<file path="src/rtl/fp_norm_pkg.sv">
// Shared constants for the floating-point normalize/round sequencer.
// State encodings, field widths and flag bit positions.
package fp_norm_pkg;

   localparam int BIAS    = 127;
   localparam int EXP_MAX = 255;
   localparam int MANT_W  = 25;
   localparam int EXP_W   = 10;
   localparam int LZC_W   = 5;

   localparam int F_ZERO = 3;
   localparam int F_OVF  = 2;
   localparam int F_UNF  = 1;
   localparam int F_INX  = 0;

   typedef logic [2:0] state_t;

   localparam state_t S_IDLE   = 3'd0;
   localparam state_t S_DETECT = 3'd1;
   localparam state_t S_SHIFT  = 3'd2;
   localparam state_t S_ROUND  = 3'd3;
   localparam state_t S_HOLD   = 3'd4;

   localparam logic signed [EXP_W-1:0] EXP_HI = 10'(EXP_MAX);
   localparam logic signed [EXP_W-1:0] EXP_LO = 10'sd0;

endpackage

</file>
<file path="src/rtl/fp_lzc25.sv">
// Leading-zero counter for the 25-bit raw mantissa.
// An all-zero input reports a count of 25 and raises zero.
module fp_lzc25
   import fp_norm_pkg::*;
(
   input  logic [MANT_W-1:0] value,
   output logic [LZC_W-1:0]  count,
   output logic              zero
);

   always_comb begin
      count = LZC_W'(MANT_W);
      // Ascending scan so the highest set bit wins.
      for (int i = 0; i < MANT_W; i++) begin
         if (value[i]) count = LZC_W'(MANT_W - 1 - i);
      end
   end

   assign zero = (value == '0);

endmodule

</file>
<file path="src/rtl/fp_norm_seq.sv">
// Multi-cycle normalize, round-to-nearest-even and pack to IEEE754 single.
// One transaction in flight; result held until the downstream handshake.
module fp_norm_seq
   import fp_norm_pkg::*;
(
   input  logic        clk,
   input  logic        rst,
   input  logic        in_valid,
   output logic        in_ready,
   input  logic        in_sign,
   input  logic [9:0]  in_exp,
   input  logic [24:0] in_mant,
   input  logic [1:0]  in_gs,
   output logic        out_valid,
   input  logic        out_ready,
   output logic [31:0] out_result,
   output logic [3:0]  out_flags
);

   state_t                   state;
   logic                     sign_q;
   logic signed [EXP_W-1:0]  exp_q;
   logic [MANT_W-1:0]        mant_q;
   logic                     guard_q;
   logic                     sticky_q;
   logic                     zero_q;
   logic                     inexact_q;
   logic [LZC_W-1:0]         lz_q;

   logic [LZC_W-1:0]         lz_cnt;
   logic                     lz_zero;
   logic                     is_zero;
   logic [LZC_W-1:0]         shamt;
   logic                     round_up;
   logic [MANT_W-1:0]        rnd;
   logic [31:0]              pack_result;
   logic [3:0]               pack_flags;

   fp_lzc25 u_lzc (
      .value (mant_q),
      .count (lz_cnt),
      .zero  (lz_zero)
   );

   assign in_ready = (state == S_IDLE) && !rst;
   assign is_zero  = lz_zero & ~guard_q & ~sticky_q;
   assign shamt    = lz_q - 5'd1;
   assign round_up = guard_q & (sticky_q | mant_q[0]);
   assign rnd      = mant_q + {{(MANT_W-1){1'b0}}, round_up};

   always_comb begin
      pack_result = {sign_q, 31'b0};
      pack_flags  = '0;
      if (zero_q) begin
         pack_flags[F_ZERO] = 1'b1;
      end else if (exp_q >= EXP_HI) begin
         pack_result        = {sign_q, 8'hFF, 23'b0};
         pack_flags[F_OVF]  = 1'b1;
         pack_flags[F_INX]  = 1'b1;
      end else if (exp_q <= EXP_LO) begin
         pack_flags[F_UNF]  = 1'b1;
         pack_flags[F_INX]  = 1'b1;
      end else begin
         pack_result        = {sign_q, exp_q[7:0], mant_q[22:0]};
         pack_flags[F_INX]  = inexact_q;
      end
   end

   always_ff @(posedge clk) begin
      if (rst) begin
         state      <= S_IDLE;
         out_valid  <= 1'b0;
         out_result <= '0;
         out_flags  <= '0;
      end else begin
         unique case (state)
            S_IDLE: begin
               if (in_valid) begin
                  sign_q   <= in_sign;
                  exp_q    <= in_exp;
                  mant_q   <= in_mant;
                  guard_q  <= in_gs[1];
                  sticky_q <= in_gs[0];
                  state    <= S_DETECT;
               end
            end
            S_DETECT: begin
               lz_q   <= lz_cnt;
               zero_q <= is_zero;
               state  <= is_zero ? S_HOLD : S_SHIFT;
            end
            S_SHIFT: begin
               if (lz_q == 5'd0) begin
                  mant_q   <= mant_q >> 1;
                  exp_q    <= exp_q + 10'sd1;
                  guard_q  <= mant_q[0];
                  sticky_q <= guard_q | sticky_q;
               end else begin
                  // Guard fills the vacated bit0 only on a real left shift.
                  mant_q <= (mant_q << shamt)
                          | {{(MANT_W-1){1'b0}}, guard_q & (lz_q >= 5'd2)};
                  exp_q  <= exp_q - EXP_W'(shamt);
                  if (lz_q >= 5'd2) guard_q <= 1'b0;
               end
               state <= S_ROUND;
            end
            S_ROUND: begin
               inexact_q <= guard_q | sticky_q;
               if (rnd[MANT_W-1]) begin
                  mant_q <= rnd >> 1;
                  exp_q  <= exp_q + 10'sd1;
               end else begin
                  mant_q <= rnd;
               end
               state <= S_HOLD;
            end
            S_HOLD: begin
               // First HOLD cycle packs; later cycles wait for the consumer.
               if (!out_valid) begin
                  out_valid  <= 1'b1;
                  out_result <= pack_result;
                  out_flags  <= pack_flags;
               end else if (out_ready) begin
                  out_valid <= 1'b0;
                  state     <= S_IDLE;
               end
            end
            default: state <= S_IDLE;
         endcase
      end
   end

endmodule

</file>
<file path="config.mk">
export PLATFORM = sky130hd
export DESIGN_NAME = fp_norm_seq
export DESIGN_NICKNAME = d
export VERILOG_FILES = /design/src/rtl/fp_norm_pkg.sv /design/src/rtl/fp_lzc25.sv /design/src/rtl/fp_norm_seq.sv
export SDC_FILE = /design/constraint.sdc
export NUM_CORES = 1
export LEC_CHECK = 0
export CAP_MARGIN = 20
export CORE_UTILIZATION = 51
export CTS_BUF_LIST = sky130_fd_sc_hd__clkbuf_4 sky130_fd_sc_hd__clkbuf_8
export DETAILED_ROUTE_END_ITERATION = 6
export PLACE_DENSITY = 0.82
export SLEW_MARGIN = 25
export SYNTH_ARGS = -nofsm -noshare
export SYNTH_HDL_FRONTEND = slang
export SYNTH_HIERARCHICAL = 1
export SYNTH_SLANG_ARGS = --single-unit
</file>
<file path="constraint.sdc">
create_clock -name clk -period 4.9 [get_ports clk]
set_input_delay 0.49 -clock clk [delete_from_list [all_inputs] [get_ports clk]]
set_output_delay 0.49 -clock clk [all_outputs]
set_load 0.005 [all_outputs]
</file>
==> results of run 1 <==
==> routing by layer <==
metal  global-route usage  share of wire
met1                0.474           0.39
met2                0.530           0.43
met3                0.115           0.14
met4                0.162          0.042
met5                    0        0.00046
==> synth_stat cells (all sizes together) (4+ instances only) <==
cell / number
a211oi: 8
a21oi: 31
a222oi: 6
a22oi: 38
a31oi: 8
and2: 5
and4: 4
buf: 25
clkbuf: 44
dfxtp: 40
edfxtp: 45
ha: 9
inv: 19
mux2: 38
mux2i: 39
mux4: 7
nand2: 69
nand2b: 4
nand3: 19
nand4: 9
nor2: 81
nor2b: 6
nor3: 22
nor4: 20
o211ai: 15
o21ai: 42
o221ai: 9
o31a: 4
o31ai: 6
or3: 6
or4: 4
xnor2: 22
xor2: 18
==> final cells by class <==
class                           instances  area [um2]
Multi-Input combinational cell        598        4230
Inverter                               19        71.3
Timing Repair Buffer                   98         933
Clock buffer                            9         124
Tap cell                              172         215
Clock inverter                          7        71.3
Sequential cell                        85        2150
Fill cell                            1154        4930
==> stage by stage <==
stage | instance area, um2 | worst slack (ns) | cells | power, mW | hold slack, ns
global placement | 7580 | 1.48 | 972 | 1.40 | 0.441
detailed placement | 7580 | 1.34 | 972 | 1.41 | 0.449
floorplan | 6730 | 1.08 | 771 | 1.22 | 0.448
global route | 7790 | 1.20 | 988 | 2.02 | 0.498
finish | 7790 | 1.44 | 988 | 1.95 | 0.460
CTS | 7770 | 1.33 | 988 | 1.92 | 0.462
==> power by group through the flow <==
stage                     clock network [mW]  registers, mW  logic, mW
after floorplan                            0          0.844      0.380
after global placement                     0          0.904      0.497
after detailed placement                   0          0.906      0.502
after CTS                              0.525          0.890      0.505
after global routing                   0.564          0.898      0.556
final                                  0.526          0.897      0.523
==> how the worst max path moves through the flow <==
stage                     slack, ns            end  cells past startpoint
final                          1.44  out_result[0]                      6
after floorplan                1.08       exp_q[5]                     14
after CTS                      1.33       exp_q[3]                      8
after global routing           1.20  out_result[4]                      6
after detailed placement       1.34       exp_q[3]                      8
after global placement         1.48       exp_q[0]                      8
==> sequential cells by signal, indices dropped and copies added (netlist names) <==
signal,count
out_result,32
mant_q,25
exp_q,10
lz_q,5
out_flags,4
state,3
guard_q,1
inexact_q,1
out_valid,1
sign_q,1
sticky_q,1
zero_q,1
==> worst register-to-register path, stage by stage (launching register included) <==
cell and delay [ns]:
dfxtp_1 0.51, or4b_2 1.12, nor3_2 0.46, nor2b_1 0.27
and2_1 0.73, a22oi_1 0.14, nor2_1 0.16
==> cells by family after synthesis <==
group,Yosys count,share of synthesized area
xor+xnor,40,0.0543
mux,84,0.147
compound gates,200,0.209
buf+inv,88,0.0558
simple gates,263,0.192
fa+ha+maj,11,0.0212
flops,85,0.320
==> metrics.md, run 1 <==
| Metric | Value |
|---|---|
| Crit path cell chain | `or4b_2 > nor3_2 > nor2b_1 > and2_1 > a22oi_1 > nor2_1` |
| Hold Startpoint | `out_flags[2]` |
| Total track usage | `0.357` |
| Initial Util | `0.529` |
| Pin count of the biggest net entering global routing | `47` |
| Drt wl/cell | `24.1 um` |
| RePlAce Congestion | `1.03` |
| DRC violation count after routing | `7` |
| Die height | `117 um` |
| CTS Hold Buffers Added | `0` |
| Post-synth EDFFs | `45` |
| Gate power share | `0.269` |
| IO Count | `80` |
| Startpoint Class | `flop` |
| Core ar. | `12,700 um2` |
| Routed wire length | `23,800 um` |
| Commonest non-fill, non-tap cell in the layout | `nor2_1` |
| DRT Pass-1 Iters | `7` |
| Post-route ant nets | `0` |
| Synthesized flop and latch total | `85` |
| CTS buffer count | `9` |
| Clock Latency Late Sink | `0.38 ns` |
| Worst path arrival time | `3.75 ns` |
| # diodes | `0` |
| Endpoint, Worst Hold | `out_flags[2]` |
| Slowest cell on crit path | `or4b_2` |
| VDD IR-drop max | `113 uV` |
| Fin. Hold Viols | `0` |
| Synth Warn # | `6` |
| Failing checks | `design-rule violations` |
| Slowest stage delay, CP | `1.12 ns` |
| Commonest cells after routing, fill and taps aside | `nor2_1 (81), clkdlybuf4s50_1 (79), nand2_1 (68), edfxtp_1 (45), dfxtp_1 (40)` |
| Max Cap Viol | `0` |
| CTS H-tree depth | `3` |
| Clock tree root buffer cell | `clkbuf_8` |
| Setup violations, final | `0` |
| Max-slew violation count | `0` |
| Vias in the first global route | `6,316` |
| Clock sink total | `85` |
| CTS tree | `yes` |
| Net Sw Frac | `0.352` |
| Cell family with most CP delay | `simple AND/OR/NAND/NOR gates` |
| Main flop type after synthesis | `edfxtp_1` |
| Final nets | `863` |
| Drt via density | `6.92` |
| First-pass GRT wire length | `36,100 um` |
| Outcome | `finished, violations left` |
| Setup bufs post-CTS | `0` |
| Final period utilization | `0.705` |
| Area growth, synth to finish | `15.8%` |
| Setup CP Type | `flop to flop` |
| Via Count | `6,840` |
| Clock network power share | `0.270` |
| IO Port Bufs | `79` |
| Skew final | `0.0237 ns` |
| CP Capture Type | `flop` |
| Hold Path Cell Cnt | `2` |
| Flop2flop setup slack | `1.44 ns` |
| Data required time of the critical path | `5.19 ns` |
| Post-cts sizing count | `0` |
| Sequential area share after synthesis | `0.320` |
| Reg2reg end | `out_result[0]` |
| Worst Hold Class | `flop to flop` |
| Crit path time final | `3.46 ns` |
| Post-synth cell types | `76` |
| Max clock buf depth | `2` |
| Final core occ | `0.613` |
| Area contributors post-synth | `edfxtp_1 (20%), dfxtp_1 (12%), mux2i_1 (5.8%)` |
| Syn_area_per_cell | `8.73 um2` |
| Internal power | `1.26 mW` |
| Fmax | `289 MHz` |
| DR iter-0 viols | `1,202` |
| Power Density | `250 nW/um2` |
| Antenna violations before repair | `1` |
| Synthesized Nets | `823` |
| CP max FO | `39` |
| Crit path from | `state[0]` |
| Worst r2r path cells | `6` |
| Max-slew headroom | `0.383` |
| Fin Setup TNS | `0 ns` |
| Flop pwr share | `0.461` |
| RSZ-0062 raised after global routing | `no` |
| Rows | `41` |
| Worst slew pin tran | `0.922 ns` |
| Die area | `13,700 um2` |
| Post-synth top area share | `0.201` |
| Async SR Flop Fraction | `0` |
| Synthesized instance count | `771` |
| Sw power | `0.686 mW` |
| Share of cells above drive strength 1 | `0.123` |
| Buf/Inv on CP | `0` |
| Cell Area, Synth | `6730 um2` |
| Critical R2R Launch | `state[0]` |
| Clock-pin slew on the worst setup and hold paths | `0.09 ns` |
| Post-DP HPWL | `16,500 um` |
| Leak pwr | `2.71 nW` |
| Synth area leader | `edfxtp_1` |
| GRT overflow | `0` |
| Die width | `117 um` |
Note: power is estimated with default switching activity, not from simulation.
==> inputs of run 2 (changes only) <==
Settings changed: PLACE_DENSITY 0.82 to 0.85.
Clock period 4.9 ns to 2.9 ns, I/O delays scaled along.
==> metrics.md, run 2 (synthesis results as in run 1) <==
| Metric | Value |
|---|---|
| Buf/Inv on CP | `2` |
| Commonest non-fill, non-tap cell in the layout | `nor2_1` |
| Die area | `13,700 um2` |
| Largest register FFs | `32` |
| Cell count along the critical path | `8` |
| CP max FO | `34` |
| Vias in the first global route | `6,215` |
| Share of cells above drive strength 1 | `0.184` |
| Pin count of the biggest net entering global routing | `45` |
| Max-slew violation count | `0` |
| Crit path cell chain | `buf_12 > o31a_1 > nor2_1 > buf_12 > a211oi_1 > a2111oi_1 > nor3_1 > a221o_1` |
| IO Port Bufs | `79` |
| Fmax | `355 MHz` |
| First-pass GRT wire length | `33,900 um` |
| Fin. Hold Viols | `0` |
| Leak pwr | `2.97 nW` |
| DR iter-0 viols | `988` |
| Pre-CTS worst setup slack | `0.115 ns` |
| GRT overflow | `0` |
| Global route hottest layer | `met2` |
| Drt wl/cell | `21.2 um` |
| Data required time of the critical path | `3.04 ns` |
| IO Count | `80` |
| Skew final | `0.00689 ns` |
| Worst slew pin tran | `1.03 ns` |
| VDD IR-drop max | `267 uV` |
| Worst Hold Class | `flop to flop` |
| DRT Pass-1 Iters | `6` |
| CTS buffer count | `9` |
| Total track usage | `0.330` |
| Antenna violations before repair | `1` |
| Fillers | `1,075` |
| Max Cap Viol | `0` |
| Met2 usage | `0.490` |
| Die height | `117 um` |
| Worst setup margin | `0.0815 ns` |
| Clock Latency Late Sink | `0.38 ns` |
| Max clock buf depth | `2` |
| Post-route insts no fill | `1,038` |
| Worst path arrival time | `2.95 ns` |
| Core ar. | `12,700 um2` |
| Initial Util | `0.529` |
| Placed Cells | `1,022` |
| CTS H-tree depth | `3` |
| Cell family with most CP delay | `compound AO/OA/AOI/OAI gates` |
| Setup CP Type | `flop to flop` |
| Via Count | `6,886` |
| Startpoint Class | `flop` |
| Met1 usage | `0.464` |
| Post-DP HPWL | `16,100 um` |
| Flop2flop setup slack | `0.08 ns` |
| Clock tree root buffer cell | `clkbuf_8` |
| Drt via density | `6.63` |
| Commonest cells after routing, fill and taps aside | `nor2_1 (81), clkdlybuf4s50_1 (79), nand2_1 (68), buf_4 (66), edfxtp_1 (45)` |
| Die width | `117 um` |
| Post-route ant nets | `0` |
| Top flop regs | `out_result x32, mant_q x25, exp_q x10` |
| Max-slew headroom | `0.316` |
| Routed wire length | `22,000 um` |
| Reg2reg end | `mant_q[18]` |
| CTS tree | `yes` |
| Area growth, synth to finish | `23.4%` |
| Register with the highest flop count | `out_result` |
| Slowest stage delay, CP | `0.52 ns` |
| Hold Worst Slack | `0.458 ns` |
| Worst r2r path cells | `8` |
| Outcome | `finished, final reports clean` |
| Setup violations, final | `0` |
| RePlAce Congestion | `0.971` |
| RSZ-0062 raised after global routing | `yes` |
| Critical R2R Launch | `lz_q[0]` |
| # diodes | `0` |
| Clock sink total | `85` |
| Clock-pin slew on the worst setup and hold paths | `0.09 ns` |
| Crit path capture | `mant_q[18]` |
| CP Capture Type | `flop` |
| Final period utilization | `0.972` |
| Design Area, Final | `8300 um2` |
| Fin Setup TNS | `0 ns` |
| Slowest cell on crit path | `a2111oi_1` |
| DRC violation count after routing | `0` |
| CP dominant cell by count | `buf_12` |
| Crit path from | `lz_q[0]` |
| Grt met3 use | `0.0685` |
| Crit path time final | `2.82 ns` |
| Power Density | `416 nW/um2` |
| Rows | `41` |
| Final nets | `913` |
| Post-DP Area | `8050 um2` |
[run 2: changes by cell type in the layout (fill, tap and decap cells not counted), moves of 2 or more]
cell | before | now
buf_12 | 0 | 3
buf_4 | 19 | 66
clkbuf_4 | 0 | 2
clkinv_2 | 3 | 0
ha_1 | 9 | 7
ha_4 | 0 | 2
inv_4 | 0 | 2
[run 2: stage by stage]
| stage | util | power (mW) |
|---|---|---|
| floorplan | - | 2.09 |
| global placement | 0.633 | 2.43 |
| detailed placement | 0.633 | 2.44 |
| CTS | 0.650 | 3.40 |
| global route | 0.653 | 3.57 |
| finish | 0.653 | 3.46 |
[run 2: layer usage]
| layer | vias to the layer above | part of all wire |
|---|---|---|
| met4 | 0 | 0.040 |
| met2 | 503 | 0.43 |
| met3 | 82 | 0.13 |
| met1 | 3207 | 0.40 |
| met5 | - | 0 |
| li1 | 3094 | - |
[run 2: area by class of cell]
class                           count  area [um2]  share of cell area
Clock buffer                       11         139              0.0167
Clock inverter                      5        81.3             0.00979
Inverter                           19        78.8             0.00949
Multi-Input combinational cell    598        4290               0.517
Sequential cell                    85        2150               0.259
Tap cell                          172         215              0.0259
Timing Repair Buffer              148        1350               0.162
[run 2: worst register-to-register path: cells and delay by family (launching register included)]
kind,cells,cell delay [ns]
simple gates,2,0.40
compound gates,4,1.24
flops,1,0.51
buf+inv,2,0.42
[run 2: power by group]
| group | switching (mW) | internal, mW | total (mW) |
|---|---|---|---|
| Clock | 0.478 | 0.509 | 0.988 |
| Sequential | 0.0697 | 1.34 | 1.41 |
| Combinational | 0.602 | 0.453 | 1.05 |
[run 2: timing repair]
| action | in CTS | in global routing |
|---|---|---|
| setup buffers | 0 | 0 |
| endpoints found under the setup margin | 0 | 8 |
| hold buffers | 0 | 0 |
| resized for setup | 0 | 7 |
[run 2: worst min-delay path by stage]
stage | from | depth (start not counted) | end
6_report | out_result[28] | 2 | out_result[28]
5_1_grt | in_sign | 1 | sign_q
4_1_cts | out_flags[2] | 2 | out_flags[2]
3_5_place_dp | out_flags[2] | 2 | out_flags[2]
3_3_place_gp | out_result[28] | 2 | out_result[28]
2_1_floorplan | in_sign | 0 | sign_q
